--- src/rtl/button_press_decoder.sv ---
// Classifies debounced button gestures into short, double and long presses,
// each reported as a registered one-cycle pulse.
module button_press_decoder #(
    parameter int LONG_CYCLES = 20,
    parameter int DCLICK_GAP  = 8,
    parameter int CNT_W       = 16
) (
    input  logic clk,
    input  logic rst,
    input  logic btn_in,
    output logic short_press,
    output logic double_press,
    output logic long_press,
    output logic busy
);

    typedef enum logic [2:0] {
        IDLE,
        PRESS1,
        HOLD,
        WAIT_GAP,
        PRESS2
    } state_t;

    localparam logic [CNT_W-1:0] LONG_TH = CNT_W'(LONG_CYCLES);
    localparam logic [CNT_W-1:0] GAP_TH  = CNT_W'(DCLICK_GAP);
    localparam logic [CNT_W-1:0] ONE     = CNT_W'(1);

    state_t           state_q, state_d;
    logic [CNT_W-1:0] cnt_q, cnt_d, cnt_inc;
    logic             btn_q;
    logic             rise;
    logic             short_q, short_d;
    logic             double_q, double_d;
    logic             long_q, long_d;
    logic             busy_q, busy_d;

    assign rise    = btn_in & ~btn_q;
    assign cnt_inc = cnt_q + ONE;

    always_comb begin
        state_d  = state_q;
        cnt_d    = cnt_q;
        short_d  = 1'b0;
        double_d = 1'b0;
        long_d   = 1'b0;
        case (state_q)
            IDLE: begin
                if (rise) begin
                    state_d = PRESS1;
                    cnt_d   = ONE;
                end
            end
            PRESS1: begin
                if (btn_in) begin
                    cnt_d = cnt_inc;
                    if (cnt_inc == LONG_TH) begin
                        long_d  = 1'b1;
                        state_d = HOLD;
                    end
                end else begin
                    // This low sample is the first sample of the gap.
                    state_d = WAIT_GAP;
                    cnt_d   = ONE;
                end
            end
            HOLD: begin
                if (!btn_in) state_d = IDLE;
            end
            WAIT_GAP: begin
                if (btn_in) begin
                    state_d = PRESS2;
                end else begin
                    cnt_d = cnt_inc;
                    if (cnt_inc == GAP_TH) begin
                        short_d = 1'b1;
                        state_d = IDLE;
                    end
                end
            end
            PRESS2: begin
                if (!btn_in) begin
                    double_d = 1'b1;
                    state_d  = IDLE;
                end
            end
            default: state_d = IDLE;
        endcase
        busy_d = (state_d != IDLE);
    end

    // Reset also captures the current level so a button held through reset
    // does not look like a fresh press.
    always_ff @(posedge clk) begin
        btn_q <= btn_in;
        if (rst) begin
            state_q  <= IDLE;
            cnt_q    <= '0;
            short_q  <= 1'b0;
            double_q <= 1'b0;
            long_q   <= 1'b0;
            busy_q   <= 1'b0;
        end else begin
            state_q  <= state_d;
            cnt_q    <= cnt_d;
            short_q  <= short_d;
            double_q <= double_d;
            long_q   <= long_d;
            busy_q   <= busy_d;
        end
    end

    assign short_press  = short_q;
    assign double_press = double_q;
    assign long_press   = long_q;
    assign busy         = busy_q;

endmodule

--- config.mk ---
export PLATFORM = sky130hd
export DESIGN_NAME = button_press_decoder
export DESIGN_NICKNAME = d
export VERILOG_FILES = /design/src/rtl/button_press_decoder.sv
export SDC_FILE = /design/constraint.sdc
export NUM_CORES = 1
export LEC_CHECK = 0
export ABC_AREA = 1
export CORE_ASPECT_RATIO = 1.2
export CORE_MARGIN = 4
export CORE_UTILIZATION = 25
export CTS_BUF_LIST = sky130_fd_sc_hd__clkbuf_2 sky130_fd_sc_hd__clkbuf_4 sky130_fd_sc_hd__clkbuf_8
export CTS_CLUSTER_DIAMETER = 120
export DETAILED_ROUTE_END_ITERATION = 16
export PLACE_DENSITY = 0.43
export SETUP_SLACK_MARGIN = 0.15
export SLEW_MARGIN = 20
export SYNTH_ARGS = -nofsm -noshare
export SYNTH_HDL_FRONTEND = slang
export SYNTH_SLANG_ARGS = --single-unit
--- constraint.sdc ---
create_clock -name clk -period 1.8 [get_ports clk]
set_input_delay 0.18 -clock clk [delete_from_list [all_inputs] [get_ports clk]]
set_output_delay 0.18 -clock clk [all_outputs]
set_load 0.05 [all_outputs]
After elaboration in Yosys (flattened, before gate mapping)
Cells that the tools add are included.
Operators by class
  add/sub/neg operators: 1
  equal/unequal tests: 8
  mux-type cells: 14
  bitwise gates (word level): 6
  reduce and logical (&&, ||, !) cells: 8
Operators with widths (number)
  16-bit 2-to-1 mux: 3
  16-bit case mux with 3 select lines: 1
  3-bit 2-to-1 mux: 6
  16-bit by 1-bit adder with 16-bit output, second input constant: 1
  16-bit by 4-bit == test with 1-bit output, second input constant: 1
  16-bit by 5-bit == test with 1-bit output, second input constant: 1
  3-bit case mux with 4 select lines: 1
  3-bit by 2-bit == test with 1-bit output, second input constant: 2
  3-bit nonzero test: 2
  3-bit OR reduction: 2
  1-bit inverter: 5
  2-bit != test, second input constant: 2
  2-bit OR reduction: 2
  3-bit by 1-bit == test with 1-bit output, second input constant: 1
  3-bit == test, second input constant: 1
  3-bit logical NOT: 1
  1-bit 2-to-1 mux: 3
  3-bit AND reduction: 1
  1-bit AND: 1
Word-level totals
  bits in registers: 24
  bits of input ports: 3
  logic and storage cells: 44

Longest topological paths before layout
Gate-level depths: netlist of the first run.
  depth after elaboration: 6
  mapped depth: 15

Least setup slack after synthesis of the first run
No wires, ideal clock.
  path type: flip-flop to flip-flop
  start point: register cnt_q[0]
  end point: register busy_q, in the netlist busy
  arrival time: 1637 ps
  data required time: 1680 ps
  setup slack: 43 ps
  stages on the path, launching flop included: 15
  path buffers: 0
  period minus slack after synthesis: 1757 ps
  path through: dfxtp_1 > ha_1 > nand2_2 > nor2_4 > nand2_1 > nand2_1 > nand3_1 > nor2_1 > nand4_2 > nand2_1 > nand2_1 > nand2_1 > nand2_1 > nand2_1 > nand3_1
Between the ends
  word-level cells in the longest chain between the ends: 6
RTL lines
  from (decl): RTL line 30  | logic [CNT_W-1:0] cnt_q, cnt_d, cnt_inc;
  from (signal assigned): RTL line 105  | cnt_q <= cnt_d;
  16-bit by 1-bit adder with 16-bit output *: RTL line 39  | assign cnt_inc = cnt_q + ONE;
  16-bit by 4-bit == test with 1-bit output or 16-bit by 5-bit == test with 1-bit output (tied branches): RTL line 75, 57
  3-bit 2-to-1 mux (on tied branches): RTL line 75, 57
  3-bit 2-to-1 mux (on tied branches): RTL line 71, 55
  3-bit case mux with 4 select lines *: RTL line 47  | case (state_q)
  3-bit nonzero test *: RTL line 89  | busy_d = (state_d != IDLE);
  to (signal assigned): RTL line 109  | busy_q <= busy_d;
  to (decl): RTL line 36  | logic busy_q, busy_d;
Mark *: on every way between the ends. The rest lies on a longest branch, timed or not.
A chain may end at the register's enable or synchronous reset.

Worst setup path in the final report of the first run
  start point: register cnt_q[1]
  end point: register busy_q, in the netlist busy
The elaborated chain is that of the path after synthesis.

==> run metrics, run 1 <==
Hold Slack=461 ps; Die W=79.3 microns; WL/cell=11.5 microns; Hold Vio Cnt, Final=0; Worst Skew=9.06 ps; HPWL Detailed=approximately 3.2 mm; CTS tree=built; drt total wl=4.29 mm; Row Count=30; Layout Area Growth over Synthesis=53.0%; syn_area_per_cell=6.44 sq um; CP bufs+invs=0; initial antenna violation count=0; CTS H-tree lvls=1; CP dominant cell by count=nand2_1; Longest Clk Path Bufs=2; antenna-violating nets left=0; register area share after synthesis=0.315; clock network fraction of total power=0.405; status=finished, violations left; failing checks=setup timing; largest area contributor in the netlist=dfxtp_1; Hold Path Sink=double_press$_SDFF_PP0_; Worst R2R Start=cnt_q[1]$_SDFFE_PP0P_; GRT Residual Overflow=0; Mapped Nets=around 240; GRT Overall Usage=0.123; flops & latches, synth=24; switching portion of total power=0.244; asr flop ratio synth=0; Reg-to-Reg End=busy$_SDFF_PP0_; slowest cell on the critical path=dfxtp_4; Power Density=517 mW/mm^2; Leak=around 0.00096 uW; Area contributors post-synth=dfxtp_1, nand2_1, nand3_1; slowest stage delay, CP=400 ps; starting DRC count in detailed routing=52; Peak VDD IR=0.000275 V; slew at the pin closest to its max-slew limit=497 ps; startpoint types=flip-flop; Seq pwr share=0.456; reg2reg path depth=14; Int Power=between 900 and 1000 uW; Tmin final=approximately 1800 ps; net switching power figure=295 uW; Setup crit end kind=flip-flop; Synth top area share=0.315; Synth Flop Type=dfxtp_1; Post-synth EDFFs=0; Post-CTS Hold Buffers=0; Crit Path Max Fanout=7; First-pass DRT Iterations=4; RSZ-0062 raised after global routing=true; Clock Sinks=24; Initial Util=0.264; core area=0.00578 sq mm; Synth cell types=29; vias in the first global route=1601; Synth Warn #=0; Worst-Skew Late Latency=280 ps; via count=1646; setup_tns=-7.66 ps; die area=0.00742 sq mm; final setup margin=-7.66 ps; largest net degree at the start of global routing=17; Vias/cell=4.42; post-layout net count=298; FF-to-FF setup slack=-8 ps; Post-Syn Instances=237; HP Class=reg -> reg; layout cells sized above 1=0.394; Max Slew Vio Count=0; Synth Cell Area=0.00153 sq mm; first-pass GRT wire length=roughly 7.3 mm; IO buf count=6; slew margin rel.=0.667; Die H=just over 90 microns; antenna fix cells=0; worst hold path depth=1; Clock transition at path regs=~100 ps; worst endpoint required time=1980 ps; residual DRC count=0; worst min-delay path startpoint=state_q[0]$_SDFF_PP0_; Combinational Power Share=0.138; arrival time worst endpoint=1990 ps; fmax=553 MHz; max-cap violations=0; Final period util=1.00; Fill cells=640; Num CTS Buffers=3; final core utilization=0.404; kind of cell adding the most delay to the critical path=simple AND/OR/NAND/NOR gates; Crit Path Class=reg -> reg; Final GP Congestion=0.821; Top Ports=7; CTS Root Cell=clkbuf_8; final setup fails=1; crit-path cells=ha_4, nand2_4, nor2_4, nand4_1, nand2_1, nand3_2, nor2_4, nand3_2, nand2_1, nand2_1, nand2_1, nand2_1, nand2_2, nand3_2
[registers in the layout (all words and copies together), names as in the netlist]
| register | cells |
|---|---|
| state_q | 3 |
| short_press | 1 |
| cnt_q | 16 |
| double_press | 1 |
| long_press | 1 |
| btn_q | 1 |
| busy | 1 |
[how the worst max path moves through the flow]
stage | from | to | cells past startpoint
2_1_floorplan | cnt_q[1]$_SDFFE_PP0P_ | busy$_SDFF_PP0_ | 14
3_3_place_gp | cnt_q[7]$_SDFFE_PP0P_ | busy$_SDFF_PP0_ | 12
6_report | cnt_q[1]$_SDFFE_PP0P_ | busy$_SDFF_PP0_ | 14
4_1_cts | cnt_q[1]$_SDFFE_PP0P_ | busy$_SDFF_PP0_ | 14
3_5_place_dp | cnt_q[7]$_SDFFE_PP0P_ | busy$_SDFF_PP0_ | 14
5_1_grt | cnt_q[1]$_SDFFE_PP0P_ | busy$_SDFF_PP0_ | 14
[cell usage in the layout (no fill, tap or decap), types with 3 or more instances in the layout]
cell / n
clkdlybuf4s50_1: 6
nand2_2: 10
buf_4: 44
nand3_2: 8
a21oi_1: 14
inv_1: 20
nand3_1: 13
nor2_2: 7
nor2_4: 10
nor3_2: 3
nand2_1: 75
inv_2: 4
dfxtp_4: 3
nand4_1: 9
nand2_4: 3
clkbuf_8: 3
dfxtp_2: 6
nor2_1: 14
dfxtp_1: 15
[metal layers]
layer	up-vias	global-route usage	share of wire
li1	874	-	-
met3	10	0.0173	0.020
met5	-	0	0
met1	745	0.140	0.44
met2	17	0.224	0.51
met4	0	0.0530	0.027
[per-stage QoR]
stage / worst slack [ps] / instance area [sq um] / instances / total power [uW]
after floorplan: 156 / 1570 / 237 / 640
after global placement: -73.4 / 1990 / 355 / 702
after detailed placement: -91.8 / 1990 / 355 / 700
after CTS: -4.62 / 2200 / 365 / 1210
after global routing: -159 / 2340 / 372 / 1270
final: -7.66 / 2340 / 372 / 1210
[power groups by stage]
stage,combinational [uW],clock (uW),sequential (uW)
floorplan,66.3,0,574
detailed placement,135,0,565
finish,167,490,551
CTS,143,514,551
global route,185,533,553
global placement,137,0,565
[what timing repair did]
| item | in CTS | in global routing |
|---|---|---|
| buffers inserted | 6 | 6 |
| pin swaps | 21 | 15 |
| gates resized for setup | 30 | 19 |
| gates cloned | 0 | 1 |
| endpoints found under the setup margin | 5 | 21 |
[Yosys cell counts (2+ instances only)]
cell,instances
nand3b_1,2
nor3_1,3
xor2_1,2
nand2_1,84
nor2_4,4
nand2_2,3
o21ai_0,2
nand3_2,3
nand3_1,19
dfxtp_1,24
o21bai_1,2
nor2_1,21
nor2_2,6
a21oi_1,16
nand4_1,9
inv_1,23
ha_1,2
[final cells by class]
| cell class | count | area (sq um) | area share |
|---|---|---|---|
| clock buffers | 3 | 41.3 | 0.0177 |
| inverters | 24 | 90.1 | 0.0386 |
| multi-input cells | 185 | 1100 | 0.470 |
| clock inverters | 1 | 30.0 | 0.0129 |
| flip-flops and latches | 24 | 499 | 0.214 |
| repair buffers | 55 | 478 | 0.205 |
| well taps | 80 | 100 | 0.0428 |
[kinds of logic (layout without fill, tap and decap cells)]
group           after synthesis  count (layout)  share of synthesized area
compound gates               23              23                     0.0910
xor+xnor                      2               2                     0.0115
fa+ha+maj                     2               2                     0.0164
buf+inv                      28              83                     0.0770
flops                        24              24                      0.315
simple gates                158             158                      0.489
No activity file was read; power rests on OpenSTA's default activity.
==> run 2: changes to the inputs <==
CORE_UTILIZATION = 56   (was 25)
CTS_CLUSTER_SIZE = 24   (was unset)
PLACE_DENSITY = unset   (was 0.43)
PLACE_DENSITY_LB_ADDON = 0.15   (was unset)
==> run metrics, run 2 (synthesis results as in run 1) <==
status=finished, violations left (unchanged); failing checks=setup timing (unchanged); setup_tns=-614 ps (was -7.66 ps); slowest cell on the critical path=dfxtp_4 (unchanged); die area=0.00363 sq mm (was 0.00742 sq mm); slowest stage delay, CP=430 ps (was 400 ps); crit-path cells=ha_4, xor2_1, nand2_1, nor2_1, nand3b_1, nor2_2, nand3_2, nand2_1, nand2_1, nand2_1, nand2_2, nand2_2, nand3_2 (was ha_4, nand2_4, nor2_4, nand4_1, nand2_1, nand3_2, nor2_4, nand3_2, nand2_1, nand2_1, nand2_1, nand2_1, nand2_2, nand3_2); startpoint types=flip-flop (unchanged); most frequent cells in the layout=nand2_1, buf_4, inv_1 (unchanged); Fill cells=165 (was 640); slew margin rel.=0.654 (was 0.667); net switching power figure=280 uW (was 295 uW); largest net degree at the start of global routing=17 (unchanged); first-pass GRT wire length=6.31 mm (was 7.27 mm); Layout Area Growth over Synthesis=40.0% (was 53.0%); Die H=65.2 microns (was 93.6 microns); Final GP Congestion=0.905 (was 0.821); switching portion of total power=0.289 (was 0.244); Seq pwr share=0.572 (was 0.456); GRT Overall Usage=0.215 (was 0.123); final setup margin=-240 ps (was -7.66 ps); Setup crit end kind=flip-flop (unchanged); Power Density=453 mW/mm^2 (was 517 mW/mm^2); final core utilization=0.829 (was 0.404); Longest Clk Path Bufs=2 (unchanged); Crit Path Class=reg -> reg (unchanged); post-layout net count=279 (was 298); dpl ws=-80.1 ps (was -91.8 ps); initial antenna violation count=0 (unchanged); antenna fix cells=0 (unchanged); Initial Util=0.592 (was 0.264); antenna-violating nets left=0 (unchanged); CTS H-tree lvls=1 (unchanged); layout cells sized above 1=0.421 (was 0.394); worst endpoint required time=2020 ps (was 1980 ps); Post-CTS Hold Buffers=0 (unchanged); arrival time worst endpoint=2260 ps (was 1990 ps); Tmin final=2040 ps (was 1810 ps); Row Count=20 (was 30); most common cell after layout, fill and taps aside=nand2_1 (unchanged); CP bufs+invs=0 (unchanged); WL/cell=15.3 microns (was 11.5 microns); HPWL Detailed=2.69 mm (was 3.19 mm); IO buf count=6 (unchanged); Hold Vio Cnt, Final=0 (unchanged); max-cap violations=0 (unchanged); Num CTS Buffers=3 (unchanged); placed cell area=0.00179 sq mm (was 0.00199 sq mm); Clock Sinks=24 (unchanged); CTS Root Cell=clkbuf_4 (was clkbuf_8); Clock transition at path regs=130 ps (was 100 ps); Final Instance Count excl. Fillers=306 (was 372); vias in the first global route=1481 (was 1601); kind of cell adding the most delay to the critical path=simple AND/OR/NAND/NOR gates (unchanged); FF-to-FF setup slack=-240 ps (was -8 ps); CTS tree=built (unchanged); Worst-Skew Late Latency=310 ps (was 280 ps); drt total wl=4.70 mm (was 4.29 mm); Final period util=1.13 (was 1.00); Combinational Power Share=0.179 (was 0.138); Worst Skew=2.55 ps (was 9.06 ps); RSZ-0062 raised after global routing=true (unchanged); Final Cell Area=0.00214 sq mm (was 0.00234 sq mm); Vias/cell=5.76 (was 4.42); starting DRC count in detailed routing=102 (was 52); core area=0.00258 sq mm (was 0.00578 sq mm); slew at the pin closest to its max-slew limit=518 ps (was 497 ps); final setup fails=4 (was 1); Top reg by flops=cnt_q (unchanged); top flop regs=cnt_q x16, state_q x3 (unchanged); Int Power=688 uW (was 913 uW); CP dominant cell by count=nand2_1 (unchanged); Leak=0.000927 uW (was 0.000959 uW); Crit Path Max Fanout=6 (was 7); cell total after placement=290 (was 355); Die W=55.7 microns (was 79.3 microns); HP Class=reg -> reg (unchanged); First-pass DRT Iterations=6 (was 4); GRT Residual Overflow=0 (unchanged); Top Ports=7 (unchanged); fmax=490 MHz (was 553 MHz); residual DRC count=0 (unchanged); Max Slew Vio Count=0 (unchanged); clock network fraction of total power=0.249 (was 0.405); via count=1764 (was 1646); max reg flops=16 (unchanged); Peak VDD IR=0.000439 V (was 0.000275 V)
-- run 2: cell types whose count changed in the layout (fill, tap and decap cells not counted), sizes merged --
cell / before / now
buf: 48 / 30
clkdlybuf4s50: 6 / 2
clkbuf: 4 / 3
dlymetal6s2s: 0 / 4
bufinv: 1 / 0
clkinv: 0 / 1
-- run 2: metal layers --
| metal | vias to the layer above | track usage | share of wire |
|---|---|---|---|
| li1 | 840 | - | - |
| met1 | 830 | 0.255 | 0.39 |
| met2 | 70 | 0.405 | 0.51 |
| met3 | 24 | 0.0275 | 0.051 |
| met4 | 0 | 0.0517 | 0.044 |
| met5 | - | 0 | 0 |
-- run 2: cell type report --
class                      count  area (sq um)  share of cell area
clock buffer                   3          22.5              0.0105
clock inverter                 1          3.75             0.00176
timing repair buffer          36           323               0.151
sequential                    24           500               0.234
multi-input combinational    185          1160               0.541
tap                           33          41.3              0.0193
inverter                      24          90.1              0.0422
-- run 2: stage by stage --
stage	power [uW]	hold slack [ps]
after floorplan	640	208
after global placement	684	480
after detailed placement	686	475
after CTS	923	482
after global routing	1010	488
final	968	477
-- run 2: worst register-to-register path, cell delays in order, from the launching register on --
cell      delay, ps
dfxtp_4         430
ha_4            170
xor2_1          320
nand2_1         130
nor2_1          120
nand3b_1        110
nor2_2          110
nand3_2         130
nand2_1         100
nand2_1          60
nand2_1          70
nand2_2          60
nand2_2          80
nand3_2          60
-- run 2: power by group through the flow --
stage | sequential (uW) | combinational, uW | clock, uW
2_1_floorplan | 574 | 66.3 | 0
3_3_place_gp | 565 | 119 | 0
3_5_place_dp | 565 | 121 | 0
4_1_cts | 551 | 126 | 245
5_1_grt | 554 | 186 | 271
6_report | 554 | 174 | 241
-- run 2: timing repair --
action                     in CTS  in global routing
buffers inserted                3                  9
gates resized for setup         8                 63
setup endpoints to repair      15                 25
pin swaps                       3                 24
-- run 2: final timing paths --
check	depth (start not counted)	to	from
setup reg to reg	13	busy$_SDFF_PP0_	cnt_q[0]$_SDFFE_PP0P_
hold / removal	1	double_press$_SDFF_PP0_	state_q[0]$_SDFF_PP0_
hold reg to reg	1	double_press$_SDFF_PP0_	state_q[0]$_SDFF_PP0_
setup / recovery	13	busy$_SDFF_PP0_	cnt_q[0]$_SDFFE_PP0P_
